### config.mk
export PLATFORM = sky130hd
export DESIGN_NAME = score_match_ctrl
export DESIGN_NICKNAME = d
export VERILOG_FILES = /design/src/rtl/score_match_ctrl.sv
export SDC_FILE = /design/constraint.sdc
export NUM_CORES = 1
export LEC_CHECK = 0
export CAP_MARGIN = 20
export CORE_MARGIN = 2
export CORE_UTILIZATION = 30
export CTS_BUF_LIST = sky130_fd_sc_hd__clkbuf_16
export DETAILED_ROUTE_END_ITERATION = 16
export PLACE_DENSITY = 0.59
export SLEW_MARGIN = 20
export SYNTH_ARGS = -nofsm -noshare
export SYNTH_HDL_FRONTEND = slang
export SYNTH_SLANG_ARGS = --single-unit
export TNS_END_PERCENT = 100
### constraint.sdc
create_clock -name clk -period 4.91 [get_ports clk]
set_input_delay 0.7365 -clock clk [delete_from_list [all_inputs] [get_ports clk]]
set_output_delay 0.7365 -clock clk [all_outputs]
set_load 0.005 [all_outputs]
### src/rtl/score_match_ctrl.sv
// score_match_ctrl: ping-pong match sequencer.
// Keeps scores, sequences serve/rally/hold/game-over, flashes winner.
module score_match_ctrl #(
  parameter int WIN_SCORE    = 9,
  parameter int HOLD_CYCLES  = 50000000,
  parameter int FLASH_CYCLES = 25000000
) (
  input  logic       clk,
  input  logic       reset,
  input  logic       start,
  input  logic       p1_point,
  input  logic       p2_point,
  output logic [3:0] p1s,
  output logic [3:0] p2s,
  output logic       ball_en,
  output logic       ball_rst,
  output logic       serve_dir,
  output logic       game_over,
  output logic       winner,
  output logic       blank1,
  output logic       blank2
);

  localparam int MAXC =
    (HOLD_CYCLES > FLASH_CYCLES) ? HOLD_CYCLES : FLASH_CYCLES;
  localparam int CW = (MAXC > 1) ? $clog2(MAXC + 1) : 1;

  localparam logic [CW-1:0] HOLD_LAST  = CW'(HOLD_CYCLES - 1);
  localparam logic [CW-1:0] FLASH_LAST = CW'(FLASH_CYCLES - 1);
  localparam logic [3:0]    WIN4       = 4'(WIN_SCORE);

  typedef enum logic [2:0] {
    IDLE,
    SERVE,
    RALLY,
    HOLD,
    OVER
  } state_t;

  state_t        state, state_n;
  logic [CW-1:0] cnt, cnt_n;
  logic [3:0]    p1s_n, p2s_n;
  logic          dir_n, win_n;
  logic          flash, flash_n;
  logic          p1_only, p2_only, both;

  assign p1_only = p1_point & ~p2_point;
  assign p2_only = p2_point & ~p1_point;
  assign both    = p1_point & p2_point;

  // Next-state, score and flash-phase decisions.
  always_comb begin
    state_n = state;
    cnt_n   = '0;
    p1s_n   = p1s;
    p2s_n   = p2s;
    dir_n   = serve_dir;
    win_n   = winner;
    flash_n = flash;
    unique case (state)
      IDLE: begin
        if (start) state_n = SERVE;
      end
      SERVE: begin
        state_n = RALLY;
      end
      RALLY: begin
        if (p1_only) begin
          if (p1s < WIN4) p1s_n = p1s + 4'd1;
          dir_n = 1'b1;
          if (p1s_n == WIN4) begin
            state_n = OVER;
            win_n   = 1'b0;
          end else begin
            state_n = HOLD;
          end
        end else if (p2_only) begin
          if (p2s < WIN4) p2s_n = p2s + 4'd1;
          dir_n = 1'b0;
          if (p2s_n == WIN4) begin
            state_n = OVER;
            win_n   = 1'b1;
          end else begin
            state_n = HOLD;
          end
        end else if (both) begin
          state_n = HOLD;
        end
      end
      HOLD: begin
        if (cnt == HOLD_LAST) state_n = SERVE;
        else cnt_n = cnt + 1'b1;
      end
      OVER: begin
        if (start) begin
          state_n = SERVE;
          p1s_n   = '0;
          p2s_n   = '0;
        end else if (cnt == FLASH_LAST) begin
          flash_n = ~flash;
        end else begin
          cnt_n = cnt + 1'b1;
        end
      end
      default: state_n = IDLE;
    endcase
    if (state_n != state) begin
      cnt_n   = '0;
      flash_n = 1'b0;
    end
  end

  // State, counters and registered outputs.
  always_ff @(posedge clk) begin
    if (!reset) begin
      state     <= IDLE;
      cnt       <= '0;
      flash     <= 1'b0;
      p1s       <= '0;
      p2s       <= '0;
      ball_en   <= 1'b0;
      ball_rst  <= 1'b0;
      serve_dir <= 1'b0;
      game_over <= 1'b0;
      winner    <= 1'b0;
      blank1    <= 1'b0;
      blank2    <= 1'b0;
    end else begin
      state     <= state_n;
      cnt       <= cnt_n;
      flash     <= flash_n;
      p1s       <= p1s_n;
      p2s       <= p2s_n;
      ball_en   <= (state_n == RALLY);
      ball_rst  <= (state_n == SERVE);
      serve_dir <= dir_n;
      game_over <= (state_n == OVER);
      winner    <= win_n;
      blank1    <= (state_n == OVER) & flash_n & ~win_n;
      blank2    <= (state_n == OVER) & flash_n & win_n;
    end
  end

endmodule

==> metrics.txt, run 1 <==
Peak VDD IR 127 uV; Hold Path Class reg -> reg; worst path cell trace clkdlybuf4s50_1, inv_1, ha_1, nand2b_1, a2111oi_4, o21a_1, a211o_1, nand2b_1, nor2_1; hold endpoint cnt[0]$_SDFF_PP0_; area taken by multi-input logic gates 1320 sq um; Cell Area, Synth 2340 sq um; Hold Crit Start cnt[0]$_SDFF_PP0_; Synth Area per Inst 8.34 sq um; Die Y 92.4 um; Clock power frac 0.437; total CTS buffers 5; endpoints failing setup 0; drt wl/cell 12.0 um; CTS Buffer Depth 2; P&R area growth vs syn 17.0%; reg2reg end cnt[16]$_SDFF_PP0_; area occupied by registers 901 sq um; via count 1979; Switch Pwr 0.000167 W; DRT iter0 DRCs 74; Slowest-stage cell, CP nand2b_1; crit path launch type input pin; Power Density 270 nW/um^2; die area 8530 sq um; Clock Sinks 45; Die W 92.4 um; Post-synth EDFFs 0; CTS H-tree lvls 2; first-pass GRT wire length 8190 um; measured slew at the worst slew-check pin 0.930 ns; Final period util 0.631; layout filler cell count 770; antenna cells 0; slowest cell delay on critical path 0.73 ns; setup repair bufs after CTS 0; DP Wirelength 3440 um; final RePlAce weighted congestion 0.802; post-CTS sizing 0; Final nets 314; outcome finished clean; Routed Antenna Nets 0; Max Cap Viol 0; CTS tree built; PortBufs 19; max_slew headroom 0.380; Hold Buf Count CTS 0; Gate power share 0.058; Starting Density 0.306; Seq pwr share 0.505; row count 32; most common cell after layout, fill and taps aside dfxtp_1; Internal 0.000574 W; Lkg Pwr 0.874 nW; Final Hold Viols 0; setup TNS 0 ns; fin. max-slew vios 0; total grt overflow 0; root buffer cell clkbuf_16; Post-Synthesis Cells 281; register bit total from synthesis 45; Crit Path Class in -> reg; CP top delay family simple AND/OR/NAND/NOR gates; commonest cells after routing, fill and taps aside 45 x dfxtp_1, 44 x nor2_1, 24 x nand2_1; Sw Ratio 0.226; RSZ-0062 raised after global routing false; Critical Path End Type flip-flop; asr flop ratio synth 0; Clk Latency, worst-skew pair 0.28 ns; final core utilization 0.359; core area 7650 sq um; post-synthesis net count 294; fmax 323 MHz; CP required 5.04 ns; TritonRoute pass-1 iters 5; dominant synthesized flop cell dfxtp_1; cell count of the worst hold path 1; via/cell ratio 4.90; sequential element share of the synthesized area 0.384; R2R cell count 8; Ys Warns 0; share of cells above drive strength 1 0.0430; Max FO, Critical Path 25; worst r2r src p2s[0]$_SDFFE_PN0P_; Critical path buffers and inverters 2; initial antenna violation count 0; critical path data arrival time 3.23 ns; Top cell by count, worst path nand2b_1; Residual DRC 0; flop2flop setup slack 1.90 ns; final WL 4840 um; I/O pin cnt 20; Total Routing Usage GR 0.116; crit path time final 3.10 ns; synth unique cells 46; largest net degree at the start of global routing 26; vias in the first global route 1862; Post-Route Skew 0.00557 ns; Worst-path clk slew 0.06 ns
[sequential cells by signal (all words and copies together) (netlist names)]
signal     cells
serve_dir      1
p2s            4
blank1         1
game_over      1
p1s            4
blank2         1
cnt           26
state          3
ball_rst       1
flash          1
winner         1
ball_en        1
[final cells by class]
| type | instances | area share |
|---|---|---|
| clock buffer | 5 | 0.0456 |
| clock inverter | 3 | 0.00639 |
| inverter | 17 | 0.0233 |
| multi-input combinational | 213 | 0.480 |
| sequential | 45 | 0.328 |
| tap | 102 | 0.0465 |
| timing repair buffer | 19 | 0.0693 |
[Yosys cell counts (2+ instances only)]
cell type | count | area share
and4_1 | 3 | 0.011
xor2_1 | 13 | 0.049
o22ai_1 | 2 | 0.0053
nor4_1 | 9 | 0.024
o21ai_0 | 8 | 0.017
nor3_1 | 8 | 0.017
ha_1 | 8 | 0.043
nand2_1 | 24 | 0.038
a211oi_1 | 2 | 0.0064
and3_1 | 3 | 0.0080
nor4bb_1 | 2 | 0.0085
nand3_1 | 7 | 0.015
and2_1 | 6 | 0.016
a21oi_1 | 15 | 0.032
a32oi_1 | 2 | 0.0075
dfxtp_1 | 45 | 0.38
nand4_1 | 13 | 0.035
nand2b_1 | 6 | 0.016
nor2_1 | 44 | 0.070
inv_1 | 17 | 0.027
buf_6 | 2 | 0.0096
a31oi_1 | 4 | 0.011
nor2b_1 | 2 | 0.0053
xnor2_1 | 12 | 0.045
nand3b_1 | 2 | 0.0064
buf_8 | 2 | 0.013
[cells by family (layout without fill, tap and decap cells)]
| kind of cell | Yosys count | after routing | synth area share |
|---|---|---|---|
| AND/OR/NAND/NOR | 136 | 136 | 0.300 |
| flip-flops | 45 | 45 | 0.384 |
| AO/OA/AOI/OAI | 44 | 44 | 0.127 |
| XOR/XNOR | 25 | 25 | 0.0934 |
| buffers and inverters | 23 | 44 | 0.0534 |
| adder cells (fa/ha/maj) | 8 | 8 | 0.0427 |
[routing by layer]
layer / track usage / wire [um]
met5: 0 / 0
met4: 0.0386 / 56
met1: 0.142 / 2310
met2: 0.200 / 2280
met3: 0.0269 / 194
[through the flow]
stage	total power [W]	cells	hold slack, ns	cell area [sq um]	setup WS (ns)
final	0.000742	404	0.435	2740	1.81
after floorplan	0.000411	281	0.411	2340	2.52
after global routing	0.000770	404	0.467	2740	1.58
after detailed placement	0.000426	396	0.429	2600	1.47
after CTS	0.000754	404	0.439	2740	1.76
after global placement	0.000425	396	0.425	2600	1.56
[worst max-delay path by stage]
| stage | startpoint | endpoint | slack (ns) | cells after the start |
|---|---|---|---|---|
| 2_1_floorplan | p2s[0]$_SDFFE_PN0P_ | cnt[11]$_SDFF_PP0_ | 2.52 | 10 |
| 3_3_place_gp | p2_point | cnt[22]$_SDFF_PP0_ | 1.56 | 9 |
| 3_5_place_dp | p2_point | cnt[16]$_SDFF_PP0_ | 1.47 | 9 |
| 4_1_cts | p2_point | cnt[16]$_SDFF_PP0_ | 1.76 | 9 |
| 5_1_grt | p2_point | cnt[21]$_SDFF_PP0_ | 1.58 | 9 |
| 6_report | p2_point | cnt[16]$_SDFF_PP0_ | 1.81 | 9 |
[power by group through the flow]
stage | clock, W | combinational, W | sequential [W]
2_1_floorplan | 0 | 0.0000300 | 0.000381
3_3_place_gp | 0 | 0.0000420 | 0.000383
3_5_place_dp | 0 | 0.0000426 | 0.000383
4_1_cts | 0.000336 | 0.0000429 | 0.000375
5_1_grt | 0.000347 | 0.0000480 | 0.000376
6_report | 0.000324 | 0.0000430 | 0.000375
Power figures use the tool's default switching activity.
==> run 2: changes to the inputs <==
==> constraint.sdc (replaced) <==
create_clock -name clk -period 2.9 [get_ports clk]
set_input_delay 0.435 -clock clk [delete_from_list [all_inputs] [get_ports clk]]
set_output_delay 0.435 -clock clk [all_outputs]
set_load 0.005 [all_outputs]
==> metrics.txt, run 2 (same netlist as run 1, synthesis figures left out) <==
total power draw 0.00125 W (+69%); flop2flop setup slack 0.35 ns (-1.55 ns); hold slack 0.444 ns (+0.00832 ns); antenna cells 0 (unchanged); Clock Sinks 45 (unchanged); Lkg Pwr 0.888 nW (+1.6%); Residual DRC 0 (unchanged); PortBufs 19 (unchanged); post-CTS sizing 0 (unchanged); CP required 3.07 ns (-1.97 ns); slowest cell delay on critical path 0.59 ns (-0.14 ns); Max Cap Viol 0 (unchanged); vias in the first global route 1828 (-1.8%); DRT iter0 DRCs 77 (+4.1%); largest net degree at the start of global routing 26 (unchanged); Die Y 92.4 um (unchanged); total CTS buffers 5 (unchanged); P&R area growth vs syn 18.2%; critical path data arrival time 2.72 ns (-0.51 ns); first-pass GRT wire length 8460 um (+3.3%); CTS tree built; outcome finished clean; measured slew at the worst slew-check pin 0.567 ns (-0.363 ns); via/cell ratio 4.87 (-0.54%); total grt overflow 0 (unchanged); Final nets 316 (+0.64%); crit path launch type flip-flop; CTS Buffer Depth 2 (unchanged); die area 8530 sq um (unchanged); Crit Path Class reg -> reg; reg2reg end cnt[10]$_SDFF_PP0_; worst path cell trace inv_1, ha_1, or4b_1, a2111oi_4, o21a_1, a211o_1, nand2b_1, buf_12, nor2_1; drt wl/cell 11.7 um (-2.1%); max_slew headroom 0.619 (+0.239); final WL 4760 um (-1.6%); R2R cell count 9 (+1); commonest cells after routing, fill and taps aside 45 x dfxtp_1, 44 x nor2_1, 24 x nand2_1; Top Registers cnt (26), p1s (4), p2s (4); Hold Path Class reg -> reg; Power Density 452 nW/um^2 (+67%); root buffer cell clkbuf_16; share of cells above drive strength 1 0.0526 (+0.00959); hold endpoint cnt[0]$_SDFF_PP0_; layout filler cell count 796 (+3.4%); worst r2r src p2s[0]$_SDFFE_PN0P_; DP Wirelength 3470 um (+0.89%); Starting Density 0.306 (unchanged); Clk Latency, worst-skew pair 0.28 ns (about the same); final RePlAce weighted congestion 0.819 (+2.2%); fmax 392 MHz; initial antenna violation count 0 (unchanged); Final period util 0.879; Peak VDD IR 190 uV (+49%); row count 32 (unchanged); Total Routing Usage GR 0.121 (+0.00500); TritonRoute pass-1 iters 4 (-1); RSZ-0062 raised after global routing false; Top reg by flops cnt; Hold Buf Count CTS 0 (unchanged); cell count of the worst hold path 1 (unchanged); setup repair bufs after CTS 0 (unchanged); setup TNS 0 ns (unchanged); final core utilization 0.362 (+0.00360); CTS H-tree lvls 2 (unchanged); most common cell after layout, fill and taps aside dfxtp_1; I/O pin cnt 20 (unchanged); Post-Route Skew 0.00480 ns (-0.000768 ns); endpoints failing setup 0 (unchanged); Max FO, Critical Path 25 (unchanged); Worst-path clk slew 0.06 ns (about the same); fin. max-slew vios 0 (unchanged); Routed Antenna Nets 0 (unchanged); Critical Path End Type flip-flop; Hold Crit Start cnt[0]$_SDFF_PP0_; crit path time final 2.55 ns; Final Hold Viols 0 (unchanged); Slowest-stage cell, CP or4b_1; CP top delay family simple AND/OR/NAND/NOR gates; Critical path buffers and inverters 2 (unchanged); via count 1978 (-0.051%); Largest register FFs 26 (unchanged); core area 7650 sq um (unchanged); Die W 92.4 um (unchanged)
-- run 2: cell count changes in the layout (fill, tap and decap cells not counted), sizes merged --
cell,previous run,this run
clkinv,3,2
clkinvlp,0,1
buf,0,2
-- run 2: stage by stage --
step                setup slack (ns)  instance area, sq um  instances
finish                         0.352                  2770        406
global route                   0.236                  2770        406
CTS                            0.350                  2770        406
detailed placement             0.335                  2630        398
global placement               0.373                  2630        398
floorplan                      0.509                  2340        281
-- run 2: worst reg2reg max path, stage by stage (launching register included) --
cell,delay [ns]
dfxtp_1,0.44
inv_1,0.09
ha_1,0.32
or4b_1,0.59
a2111oi_4,0.34
o21a_1,0.15
a211o_1,0.12
nand2b_1,0.16
buf_12,0.17
nor2_1,0.07
-- run 2: cell type report --
class	count	area, sq um	share of cell area
Tap cell	102	128	0.0461
Clock buffer	5	125	0.0452
Sequential cell	45	901	0.325
Inverter	17	63.8	0.0230
Multi-Input combinational cell	213	1320	0.476
Clock inverter	3	17.5	0.00632
Timing Repair Buffer	21	218	0.0786
-- run 2: report_power, final --
group	leakage [nW]	internal, W	switching, W
logic	0.455	0.0000331	0.0000416
registers	0.363	0.000625	0.00000926
clock network	0.0696	0.000316	0.000227
total	0.888	0.000974	0.000278
-- run 2: worst max-delay path by stage --
stage | slack, ns | cells after the start | end | from
detailed placement | 0.34 | 10 | cnt[12]$_SDFF_PP0_ | p2_point
floorplan | 0.51 | 10 | cnt[11]$_SDFF_PP0_ | p2s[0]$_SDFFE_PN0P_
CTS | 0.35 | 9 | cnt[12]$_SDFF_PP0_ | p2s[0]$_SDFFE_PN0P_
global route | 0.24 | 9 | cnt[11]$_SDFF_PP0_ | p2s[0]$_SDFFE_PN0P_
finish | 0.35 | 9 | cnt[10]$_SDFF_PP0_ | p2s[0]$_SDFFE_PN0P_
global placement | 0.37 | 10 | cnt[4]$_SDFF_PP0_ | p2_point
-- run 2: layer usage --
metal | routed length [um] | global-route usage | up-vias
li1 | - | - | 1033
met1 | 2310 | 0.163 | 894
met2 | 2190 | 0.193 | 47
met3 | 222 | 0.0277 | 4
met4 | 44 | 0.0373 | 0
met5 | 0 | 0 | -
